`config.mk`:
```
export PLATFORM = sky130hd
export DESIGN_NAME = nibble_serial_subtractor
export DESIGN_NICKNAME = d
export VERILOG_FILES = /design/src/rtl/sub_pkg.sv /design/src/rtl/sub_nibble.sv /design/src/rtl/nibble_serial_subtractor.sv
export SDC_FILE = /design/constraint.sdc
export NUM_CORES = 1
export LEC_CHECK = 0
export ABC_AREA = 1
export ABC_CLOCK_PERIOD_IN_PS = 4050
export BUFFER_PORTS_ARGS = -buffer_cell sky130_fd_sc_hd__buf_2
export CAP_MARGIN = 5
export CELL_PAD_IN_SITES_DETAIL_PLACEMENT = 1
export CELL_PAD_IN_SITES_GLOBAL_PLACEMENT = 1
export CORE_MARGIN = 3
export CORE_UTILIZATION = 41
export DETAILED_ROUTE_END_ITERATION = 8
export MAX_ROUTING_LAYER = met4
export PLACE_DENSITY_LB_ADDON = 0.05
export SLEW_MARGIN = 40
export SYNTH_ARGS = -nofsm -noshare
export SYNTH_HDL_FRONTEND = slang
export SYNTH_SLANG_ARGS = --single-unit
export TNS_END_PERCENT = 100
```
`constraint.sdc`:
```
create_clock -name clk -period 4.05 [get_ports clk]
set_input_delay 0.6075 -clock clk [delete_from_list [all_inputs] [get_ports clk]]
set_output_delay 0.6075 -clock clk [all_outputs]
set_load 0.01 [all_outputs]
```
`src/rtl/sub_pkg.sv`:
```
//-----------------------------------------------------------------------------
// Module   : sub_pkg
// Brief    : Shared types and constants for the nibble-serial subtractor.
// Revision : 1.0 - initial release
//-----------------------------------------------------------------------------
`default_nettype none

package sub_pkg;

   // Width of one arithmetic slice processed per clock.
   localparam int SLICE_W = 4;

   // Controller states; explicit 2-bit encoding.
   typedef enum logic [1:0] {
      IDLE = 2'd0,
      RUN  = 2'd1,
      DONE = 2'd2
   } state_t;

endpackage

`default_nettype wire

```
`src/rtl/sub_nibble.sv`:
```
//-----------------------------------------------------------------------------
// Module   : sub_nibble
// Brief    : 4-bit combinational subtract slice with borrow in/out and a
//            signed-overflow indication for use on the most significant slice.
// Revision : 1.0 - initial release
//-----------------------------------------------------------------------------
`default_nettype none

module sub_nibble
   import sub_pkg::*;
(
   input  logic [SLICE_W-1:0] x,
   input  logic [SLICE_W-1:0] y,
   input  logic               bi,
   output logic [SLICE_W-1:0] d,
   output logic               bo,
   output logic               v
);

   // 5-bit two's-complement result: the top bit is set exactly when x-y-bi < 0,
   // which is the borrow out of this slice.
   logic [SLICE_W:0] w_res;

   assign w_res = {1'b0, x} - {1'b0, y} - {{SLICE_W{1'b0}}, bi};
   assign d     = w_res[SLICE_W-1:0];
   assign bo    = w_res[SLICE_W];

   // Signed overflow: operands of opposite sign and the result sign differs
   // from the minuend. The borrow-in cannot cause overflow on its own when
   // the operand signs match, so this form covers x - y - bi.
   assign v = (x[SLICE_W-1] != y[SLICE_W-1]) && (d[SLICE_W-1] != x[SLICE_W-1]);

endmodule

`default_nettype wire

```
`src/rtl/nibble_serial_subtractor.sv`:
```
//-----------------------------------------------------------------------------
// Module   : nibble_serial_subtractor
// Brief    : Multi-cycle subtractor, diff = a - b - bin over WIDTH bits,
//            one 4-bit slice per clock (LSB first) with rippled borrow.
//            Valid/ready handshakes on both operand and result sides.
//            Optional macro SUB_OVERFLOW_FLAG_EN adds a signed-overflow
//            output port ovf.
// Revision : 1.0 - initial release
//-----------------------------------------------------------------------------
`default_nettype none

module nibble_serial_subtractor
   import sub_pkg::*;
#(
   parameter int WIDTH = 16
)
(
   input  logic             clk,
   input  logic             rst,
   input  logic             in_valid,
   output logic             in_ready,
   input  logic [WIDTH-1:0] a,
   input  logic [WIDTH-1:0] b,
   input  logic             bin,
   output logic             out_valid,
   input  logic             out_ready,
   output logic [WIDTH-1:0] diff,
   output logic             bout
`ifdef SUB_OVERFLOW_FLAG_EN
   ,
   output logic             ovf
`endif
);

   localparam int N  = WIDTH / SLICE_W;
   localparam int CW = (N > 1) ? $clog2(N) : 1;
   localparam logic [CW-1:0] c_last = CW'(N - 1);

   state_t             r_state;
   state_t             w_next;
   logic [WIDTH-1:0]   r_a;
   logic [WIDTH-1:0]   r_b;
   logic               r_borrow;
   logic [CW-1:0]      r_cnt;
   logic [WIDTH-1:0]   r_diff;
   logic               r_bout;
   logic [SLICE_W-1:0] w_x;
   logic [SLICE_W-1:0] w_y;
   logic [SLICE_W-1:0] w_d;
   logic               w_bo;
   logic               w_v;

   // State register.
   always_ff @(posedge clk) begin
      if (rst) r_state <= IDLE;
      else     r_state <= w_next;
   end

   // Next-state logic: accept in IDLE, walk the slices in RUN, hold in DONE.
   always_comb begin
      w_next = r_state;
      case (r_state)
         IDLE:    if (in_valid)          w_next = RUN;
         RUN:     if (r_cnt == c_last)   w_next = DONE;
         DONE:    if (out_ready)         w_next = IDLE;
         default:                        w_next = IDLE;
      endcase
   end

   assign in_ready  = (r_state == IDLE);
   assign out_valid = (r_state == DONE);

   // Select the operand slice addressed by the counter.
   always_comb begin
      w_x = '0;
      w_y = '0;
      for (int k = 0; k < N; k++) begin
         if (r_cnt == CW'(k)) begin
            w_x = r_a[k*SLICE_W +: SLICE_W];
            w_y = r_b[k*SLICE_W +: SLICE_W];
         end
      end
   end

   sub_nibble u_slice (
      .x  (w_x),
      .y  (w_y),
      .bi (r_borrow),
      .d  (w_d),
      .bo (w_bo),
      .v  (w_v)
   );

   // Datapath: latch operands on accept, write one result slice per RUN cycle.
   always_ff @(posedge clk) begin
      if (rst) begin
         r_a      <= '0;
         r_b      <= '0;
         r_borrow <= 1'b0;
         r_cnt    <= '0;
         r_diff   <= '0;
         r_bout   <= 1'b0;
      end else begin
         case (r_state)
            IDLE: begin
               if (in_valid) begin
                  r_a      <= a;
                  r_b      <= b;
                  r_borrow <= bin;
                  r_cnt    <= '0;
               end
            end
            RUN: begin
               for (int k = 0; k < N; k++) begin
                  if (r_cnt == CW'(k)) r_diff[k*SLICE_W +: SLICE_W] <= w_d;
               end
               r_borrow <= w_bo;
               r_cnt    <= r_cnt + CW'(1);
               if (r_cnt == c_last) r_bout <= w_bo;
            end
            default: ;
         endcase
      end
   end

   assign diff = r_diff;
   assign bout = r_bout;

`ifdef SUB_OVERFLOW_FLAG_EN
   logic r_ovf;

   // Overflow is captured from the most significant slice only.
   always_ff @(posedge clk) begin
      if (rst)                                      r_ovf <= 1'b0;
      else if (r_state == RUN && r_cnt == c_last)   r_ovf <= w_v;
   end

   assign ovf = r_ovf;
`else
   // Slice overflow bit has no consumer in this build.
   logic w_unused_v;
   assign w_unused_v = w_v;
`endif

endmodule

`default_nettype wire

```
==> results of run 1 <==
[critical path: stages (launching register included)]
cell and delay (ns):
dfxtp_1 0.39, inv_1 0.08, ha_1 0.32, inv_4 0.12
nand2_1 0.05, inv_1 0.18, a22oi_1 0.10, nand2_1 0.07
o21ai_0 0.08, a21oi_1 0.18, fa_1 0.20, inv_1 0.07
fa_1 0.43, nor2_1 0.12, nor2_1 0.04, nor2_1 0.10
xor2_1 0.20, nand2_1 0.07, a21oi_1 0.11
[cell usage after synthesis (5+ instances only)]
| master | n |
|---|---|
| o21ai_1 | 14 |
| a22oi_1 | 6 |
| nand2_1 | 23 |
| nor2_1 | 71 |
| buf_2 | 5 |
| ha_1 | 8 |
| nand3_1 | 8 |
| inv_1 | 24 |
| o21a_1 | 5 |
| a21oi_1 | 26 |
| o21ai_0 | 42 |
| clkbuf_1 | 5 |
| dfxtp_1 | 54 |
[kinds of logic (layout without fill, tap and decap cells)]
| group | count (synthesis) | after routing | share of synthesized area |
|---|---|---|---|
| AND/OR/NAND/NOR | 108 | 108 | 0.1896 |
| AO/OA/AOI/OAI | 97 | 97 | 0.2169 |
| flip-flops | 54 | 54 | 0.4463 |
| buffers and inverters | 42 | 91 | 0.08213 |
| adder cells (fa/ha/maj) | 10 | 10 | 0.05785 |
| XOR/XNOR | 2 | 2 | 0.007233 |
[state kept, by name, summed over array words and instances (netlist names)]
signal    flops
r_a          16
r_b          16
r_borrow      1
r_cnt         2
bout          1
diff         16
r_state       2
[metrics by stage]
stage | util | setup WS (ns)
after CTS | 0.5016 | 1.039
after global routing | 0.5016 | 0.7579
after detailed placement | 0.4819 | 1.088
after floorplan | - | 1.422
final | 0.5016 | 1.053
after global placement | 0.4819 | 1.224
[worst max path at each step]
stage	start	endpoint	cells past startpoint
floorplan	r_cnt[1]	r_borrow	19
global placement	r_cnt[1]	r_borrow	18
detailed placement	r_cnt[1]	r_borrow	18
CTS	r_cnt[1]	r_borrow	18
global route	r_cnt[1]	r_borrow	18
finish	r_cnt[1]	r_borrow	18
[routing by layer]
layer | up-vias | GRT usage | wire, um
met4 | 0 | 0.05201 | 47
met1 | 976 | 0.2465 | 2998
met2 | 35 | 0.2741 | 2569
met5 | - | - | 0
met3 | 4 | 0.03075 | 194
li1 | 1120 | - | -
[final cells by class]
type,instances,area (sq um),area share
clock buffer,8,110.1,0.03915
inverter,27,106.4,0.03781
multi-input combinational,217,1142,0.4061
sequential,54,1081,0.3843
tap,72,90.09,0.03203
timing repair buffer,56,282.8,0.1005
[report_power, final]
part / internal, mW / switching (mW)
registers: 0.570 / 0.0240
clock network: 0.173 / 0.169
logic: 0.0960 / 0.156
total: 0.838 / 0.350
[layout by cell type, fill, tap and decap left out, types with 2 or more instances in the layout]
cell and n:
inv_2 3, nor2_4 3, o21ai_1 14, fa_1 2
o21a_1 5, a22oi_1 6, ha_1 8, dfxtp_1 54
inv_1 22, a21oi_1 26, clkbuf_8 8, inv_4 2
nor2_1 71, o21ai_0 42, nand2_1 23, nand3_1 8
buf_2 55
==> qor.txt, run 1 <==
hold depth: 2
sequential share of the synthesized area: 0.4463
gpl congestion: 0.8298
Placed Cells: 426
CTS tree: done
r2r endpoint: r_borrow
CP Capture Type: flip-flop
fmax: 0.3337 GHz
drt pass-1 iters: 4
Rel. slew slack: 0.5444
die width: 82.87 um
reg2reg path depth: 18
gr usage total: 0.1801
Area Growth Syn to Fin: 16.12%
dpl cell area: 2703 sq um
post-route design area: 2813 sq um
Congestion Overflow GR: 0
deepest clock path buffer count: 2
Pleak: 1.323 nW
Synth Register Bits: 54
Avg WL per Cell: 13.38 um
hold endpoint: diff[1]
Primary FF master, synth: dfxtp_1
worst reg2reg path startpoint: r_cnt[1]
DP Wirelength: 4386 um
Diodes inserted: 0
Vias/cell: 4.919
Syn. warnings: 0
vias: 2,135
port buffer count: 55
startpoint types: flip-flop
vias in the first global route: 2,130
min Tclk post-route: 2.997 ns
Layout Skew: 0.004440 ns
io pins: 56
Final #Nets: 408
CTS Buf Count: 5
fillcell total: 749
Clk pin slew, worst setup/hold paths: 0.09 ns
setup TNS: 0 ns
# setup viols final: 0
largest net degree at the start of global routing: 50
Pwr Total: 1.188 mW
Clock Tree Root: clkbuf_8
Core Area: 5608 sq um
drt initial violations: 93
measured slew at the worst slew-check pin: 0.6824 ns
Net Count, Synth: 360
row count: 27
max-cap violations: 0
WL final: 5809 um
top post-synthesis cells by area: dfxtp_1 (45%), nor2_1 (11%), o21ai_0 (8.7%), a21oi_1 (5.4%), ha_1 (4.1%)
DRC Markers: 0
Starting Density: 0.4320
Post-synth EDFFs: 0
Die Ht: 82.87 um
Worst EP required: 4.29 ns
ratio of cells with drive above 1 in the final layout: 0.2099
syn avg cell area: 7.739 sq um
Post-Syn Area: 2422 sq um
non-filler cells, final: 434
CTS HTree Levels: 2
synth unique cells: 29
hold_buf cts: 0
fin crit share: 0.7400
status: complete, no violations
clock sinks: 54
die area: 6867 sq um
worst-skew pair later-pin latency: 0.30 ns
initial antenna violation count: 0
post_cts resized: 0
Max FO, Critical Path: 9
Hold Slack: 0.4699 ns
min-delay worst type: flip-flop to flip-flop
Antenna Nets Post-Route: 0
Crit Path Class: flip-flop to flip-flop
FF-to-FF setup slack: 1.05 ns
P per Cell Area: 422.4 nW/um^2
RSZ-0062 raised after global routing: false
critical path arrival: 3.24 ns
fin. max-slew vios: 0
post-CTS setup buffers: 0
global-route wire length before repair: 10,050 um
post-synthesis instance total: 313
Synth top area share: 0.4463
Post-synth ARST share: 0
Peak VDD IR: 0.2164 mV
Hold Path Origin: diff[1]
final hold violation count: 0
leading area contributor after synthesis: dfxtp_1
(Power assumes the default switching activity.)
==> inputs of run 2 (changes only) <==
--- a/config.mk
+++ b/config.mk
@@ -6,13 +6,13 @@
 export NUM_CORES = 1
 export LEC_CHECK = 0
 export ABC_AREA = 1
-export ABC_CLOCK_PERIOD_IN_PS = 4050
+export ABC_CLOCK_PERIOD_IN_PS = 3000
 export BUFFER_PORTS_ARGS = -buffer_cell sky130_fd_sc_hd__buf_2
 export CAP_MARGIN = 5
 export CELL_PAD_IN_SITES_DETAIL_PLACEMENT = 1
 export CELL_PAD_IN_SITES_GLOBAL_PLACEMENT = 1
 export CORE_MARGIN = 3
-export CORE_UTILIZATION = 41
+export CORE_UTILIZATION = 38
 export DETAILED_ROUTE_END_ITERATION = 8
 export MAX_ROUTING_LAYER = met4
 export PLACE_DENSITY_LB_ADDON = 0.05
==> constraint.sdc (replaced) <==
create_clock -name clk -period 3 [get_ports clk]
set_input_delay 0.45 -clock clk [delete_from_list [all_inputs] [get_ports clk]]
set_output_delay 0.45 -clock clk [all_outputs]
set_load 0.01 [all_outputs]
==> qor.txt, run 2 (synthesis results as in run 1) <==
status: complete, no violations
CP Capture Type: flip-flop
worst-skew pair later-pin latency: 0.30 ns
pre-CTS setup slack: 0.1161 ns
Area Growth Syn to Fin: 19.73%
Final WS setup: 0.2365 ns
CTS tree: done
row count: 28
Clock Tree Root: clkbuf_8
vias in the first global route: 2,260
Pleak: 1.365 nW
Crit Path Class: flip-flop to flip-flop
commonest non-fill, non-tap cell in the layout: nor2_1
# setup viols final: 0
die width: 85.84 um
hold depth: 2
Crit path largest cell delay: 0.38 ns
port buffer count: 55
P per Cell Area: 572.3 nW/um^2
setup TNS: 0 ns
io pins: 56
r2r endpoint: r_borrow
most used cell, CP: nand2_1
CTS HTree Levels: 2
Crit-path slowest cell: dfxtp_2
min-delay worst type: input port to flip-flop
fin crit share: 0.9212
most frequent cells in the layout: nor2_1 (70), buf_2 (55), dfxtp_1 (52)
ratio of cells with drive above 1 in the final layout: 0.2419
final hold violation count: 0
Congestion Overflow GR: 0
hold endpoint: r_state[0]
WL final: 6241 um
Final #Nets: 418
measured slew at the worst slew-check pin: 0.4998 ns
initial antenna violation count: 0
Clk pin slew, worst setup/hold paths: 0.10 ns
Max FO, Critical Path: 7
global-route wire length before repair: 10,570 um
startpoint types: flip-flop
Die Ht: 85.84 um
largest net degree at the start of global routing: 39
drt pass-1 iters: 4
FF-to-FF setup slack: 0.24 ns
Core Area: 6061 sq um
Layout Skew: 0.006891 ns
Worst EP required: 3.23 ns
clock sinks: 54
crit-path cells: inv_1 -> ha_2 -> inv_4 -> nand2_1 -> inv_2 -> a22oi_1 -> nand2_1 -> o21ai_0 -> a21oi_1 -> fa_2 -> inv_1 -> fa_2 -> nor2_2 -> nor2_1 -> nor2_1 -> xor2_1 -> nand2_1 -> a21oi_1
CTS Buf Count: 5
Rel. slew slack: 0.6663
fmax: 0.3619 GHz
non-filler cells, final: 447
gpl congestion: 0.7472
min Tclk post-route: 2.763 ns
final core occ: 0.4785
die area: 7369 sq um
fin. max-slew vios: 0
drt initial violations: 63
reg2reg path depth: 18
DRC Markers: 0
gr usage total: 0.1825
Diodes inserted: 0
Avg WL per Cell: 13.96 um
Peak VDD IR: 0.2648 mV
worst reg2reg path startpoint: r_cnt[1]
vias: 2,219
Vias/cell: 4.964
Hold Path Origin: rst
critical path arrival: 3.00 ns
Starting Density: 0.3997
Placed Cells: 433
deepest clock path buffer count: 2
Antenna Nets Post-Route: 0
DP Wirelength: 4554 um
max-cap violations: 0
[run 2: through the flow]
stage	total power, mW	hold slack [ns]	area, sq um
after detailed placement	1.167	0.4718	2736
after floorplan	1.061	0.4292	2422
after CTS	1.653	0.3724	2843
after global placement	1.158	0.4542	2736
after global routing	1.768	0.3899	2900
final	1.660	0.3773	2900
[run 2: how the worst max path moves through the flow]
| stage | start | endpoint | slack, ns | depth (start not counted) |
|---|---|---|---|---|
| after global routing | r_cnt[1] | r_borrow | -0.06 | 18 |
| after global placement | r_cnt[1] | r_borrow | 0.28 | 18 |
| final | r_cnt[1] | r_borrow | 0.24 | 18 |
| after CTS | r_cnt[1] | r_borrow | 0.06 | 18 |
| after floorplan | r_cnt[1] | r_borrow | 0.37 | 19 |
| after detailed placement | r_cnt[1] | r_borrow | 0.12 | 18 |
[run 2: layout make-up]
type	count	area, sq um
clock buffer	7	76.32
clock inverter	1	30.03
fill	796	3161
inverter	27	106.4
multi-input combinational	217	1152
sequential	54	1084
tap	75	93.84
timing repair buffer	66	357.8
[run 2: layer usage]
layer  vias to the layer above  part of all wire  GRT usage  routed length (um)
met5                         -                 0          -                   0
met4                         0             0.012    0.04604                  75
met3                         8             0.049    0.03074                 307
met2                        48              0.47     0.2903                2903
met1                      1024              0.47     0.2421                2954
li1                       1139                 -          -                   -
[run 2: timing repair]
item | 4_1_cts | 5_1_grt
setup endpoints to repair | 0 | 14
hold buffers | 0 | 0
setup buffers | 0 | 6
gates resized for setup | 0 | 8
[run 2: where the power goes]
group	total, mW	internal (mW)	switching, mW
Clock	0.482	0.250	0.232
Sequential	0.799	0.769	0.0300
Combinational	0.378	0.152	0.226
Total	1.66	1.17	0.488
[run 2: worst max-delay path: cells and delay by family, from the launching register on]
| family | cells | cell delay [ns] |
|---|---|---|
| xor+xnor | 1 | 0.20 |
| buf+inv | 4 | 0.33 |
| simple gates | 6 | 0.48 |
| fa+ha+maj | 3 | 0.79 |
| compound gates | 4 | 0.51 |
| flops | 1 | 0.38 |
==> inputs of run 3 (changes only) <==
--- a/config.mk
+++ b/config.mk
@@ -6,16 +6,16 @@
 export NUM_CORES = 1
 export LEC_CHECK = 0
 export ABC_AREA = 1
-export ABC_CLOCK_PERIOD_IN_PS = 3000
+export ABC_CLOCK_PERIOD_IN_PS = 3500
 export BUFFER_PORTS_ARGS = -buffer_cell sky130_fd_sc_hd__buf_2
 export CAP_MARGIN = 5
 export CELL_PAD_IN_SITES_DETAIL_PLACEMENT = 1
 export CELL_PAD_IN_SITES_GLOBAL_PLACEMENT = 1
 export CORE_MARGIN = 3
-export CORE_UTILIZATION = 38
+export CORE_UTILIZATION = 41
 export DETAILED_ROUTE_END_ITERATION = 8
 export MAX_ROUTING_LAYER = met4
-export PLACE_DENSITY_LB_ADDON = 0.05
+export PLACE_DENSITY = 0.92
 export SLEW_MARGIN = 40
 export SYNTH_ARGS = -nofsm -noshare
 export SYNTH_HDL_FRONTEND = slang
==> constraint.sdc (replaced) <==
create_clock -name clk -period 3.5 [get_ports clk]
set_input_delay 0.525 -clock clk [delete_from_list [all_inputs] [get_ports clk]]
set_output_delay 0.525 -clock clk [all_outputs]
set_load 0.01 [all_outputs]
==> qor.txt, run 3 (synthesis results as in run 1) <==
status: complete, no violations
most frequent cells in the layout: nor2_1 (71), buf_2 (55), dfxtp_1 (54)
Vias/cell: 5.161
final hold violation count: 0
clock sinks: 54
Diodes inserted: 0
gr usage total: 0.2000
fillcell total: 747
Peak VDD IR: 0.1788 mV
dpl cell area: 2703 sq um
Die Ht: 82.87 um
setup TNS: 0 ns
WL final: 6495 um
Pleak: 1.321 nW
fmax: 0.3242 GHz
Congestion Overflow GR: 0
fin. max-slew vios: 0
drt initial violations: 102
Antenna Nets Post-Route: 0
critical path arrival: 3.33 ns
Clock Tree Root: clkbuf_8
Max FO, Critical Path: 11
deepest clock path buffer count: 2
port buffer count: 55
die width: 82.87 um
commonest non-fill, non-tap cell in the layout: nor2_1
met3 Use GR: 0.03373
Rel. slew slack: 0.5677
gpl congestion: 0.8462
min Tclk post-route: 3.085 ns
Area Growth Syn to Fin: 16.32%
Top Usage Layer GRT: met2
startpoint types: flip-flop
routing usage on met2: 0.3520
CTS Buf Count: 5
vias in the first global route: 2,390
Pwr Total: 1.417 mW
row count: 27
Clk pin slew, worst setup/hold paths: 0.11 ns
initial antenna violation count: 0
worst-skew pair later-pin latency: 0.32 ns
Core Area: 5608 sq um
DRC Markers: 0
vias: 2,240
Starting Density: 0.4320
largest net degree at the start of global routing: 50
global-route wire length before repair: 11,070 um
ratio of cells with drive above 1 in the final layout: 0.2182
measured slew at the worst slew-check pin: 0.6476 ns
Crit Path Class: flip-flop to flip-flop
min-delay worst type: input port to flip-flop
fin crit share: 0.8813
die area: 6867 sq um
post-route design area: 2818 sq um
max-cap violations: 0
Layout Skew: 0.01407 ns
FF-to-FF setup slack: 0.42 ns
post-CTS setup buffers: 0
Final #Nets: 408
CTS tree: done
# setup viols final: 0
io pins: 56
P per Cell Area: 502.8 nW/um^2
Avg WL per Cell: 14.97 um
Worst EP required: 3.74 ns
CP Capture Type: flip-flop
met1 usage: 0.2280
CTS HTree Levels: 2
drt pass-1 iters: 4
RSZ-0062 raised after global routing: false
final core occ: 0.5025
Hold Slack: 0.4480 ns
DP Wirelength: 4794 um
## run 3: repair_timing
item	CTS	global route
setup endpoints to repair	0	2
resized for setup	0	3
hold buffers	0	0
## run 3: routing by layer
layer / up-vias / wire length, um
li1: 1119 / -
met1: 1059 / 2752
met2: 51 / 3361
met3: 11 / 232
met4: 0 / 148
met5: - / 0
## run 3: cell type report
type | instances | area (sq um) | share of cell area
inverters | 27 | 106.4 | 0.03774
clock buffers | 5 | 68.82 | 0.02442
multi-input cells | 217 | 1149 | 0.4076
flip-flops and latches | 54 | 1081 | 0.3837
clock inverters | 3 | 40.04 | 0.01421
well taps | 72 | 90.09 | 0.03197
repair buffers | 56 | 282.8 | 0.1004
## run 3: path summary, 6_finish.rpt
check	start	to	depth (start not counted)
setup reg to reg	r_cnt[0]	r_borrow	15
hold / removal	a[15]	r_a[15]	3
hold reg to reg	r_a[5]	r_a[5]	2
setup / recovery	r_cnt[0]	r_borrow	15
## run 3: report_power, final
group          internal (mW)  switching, mW  total (mW)
logic                  0.113          0.198       0.312
clock network          0.211          0.207       0.418
registers              0.659         0.0280       0.687
## run 3: through the flow
stage / std cells / worst slack [ns]
after CTS: 434 / 0.2691
final: 434 / 0.4155
after global placement: 426 / 0.6909
after detailed placement: 426 / 0.3896
after global routing: 434 / 0.05160
after floorplan: 313 / 0.8716
## run 3: worst max-delay path, stage by stage (launching register included)
cell and delay [ns]:
dfxtp_1 0.38, inv_1 0.11, ha_1 0.39, inv_1 0.25, nand2_1 0.12, o21ai_0 0.11
a21oi_2 0.17, fa_1 0.19, inv_1 0.07, fa_1 0.43, nor2_1 0.15, nor2_1 0.05
nor2_1 0.12, xor2_1 0.25, nand2_1 0.10, a21oi_1 0.13
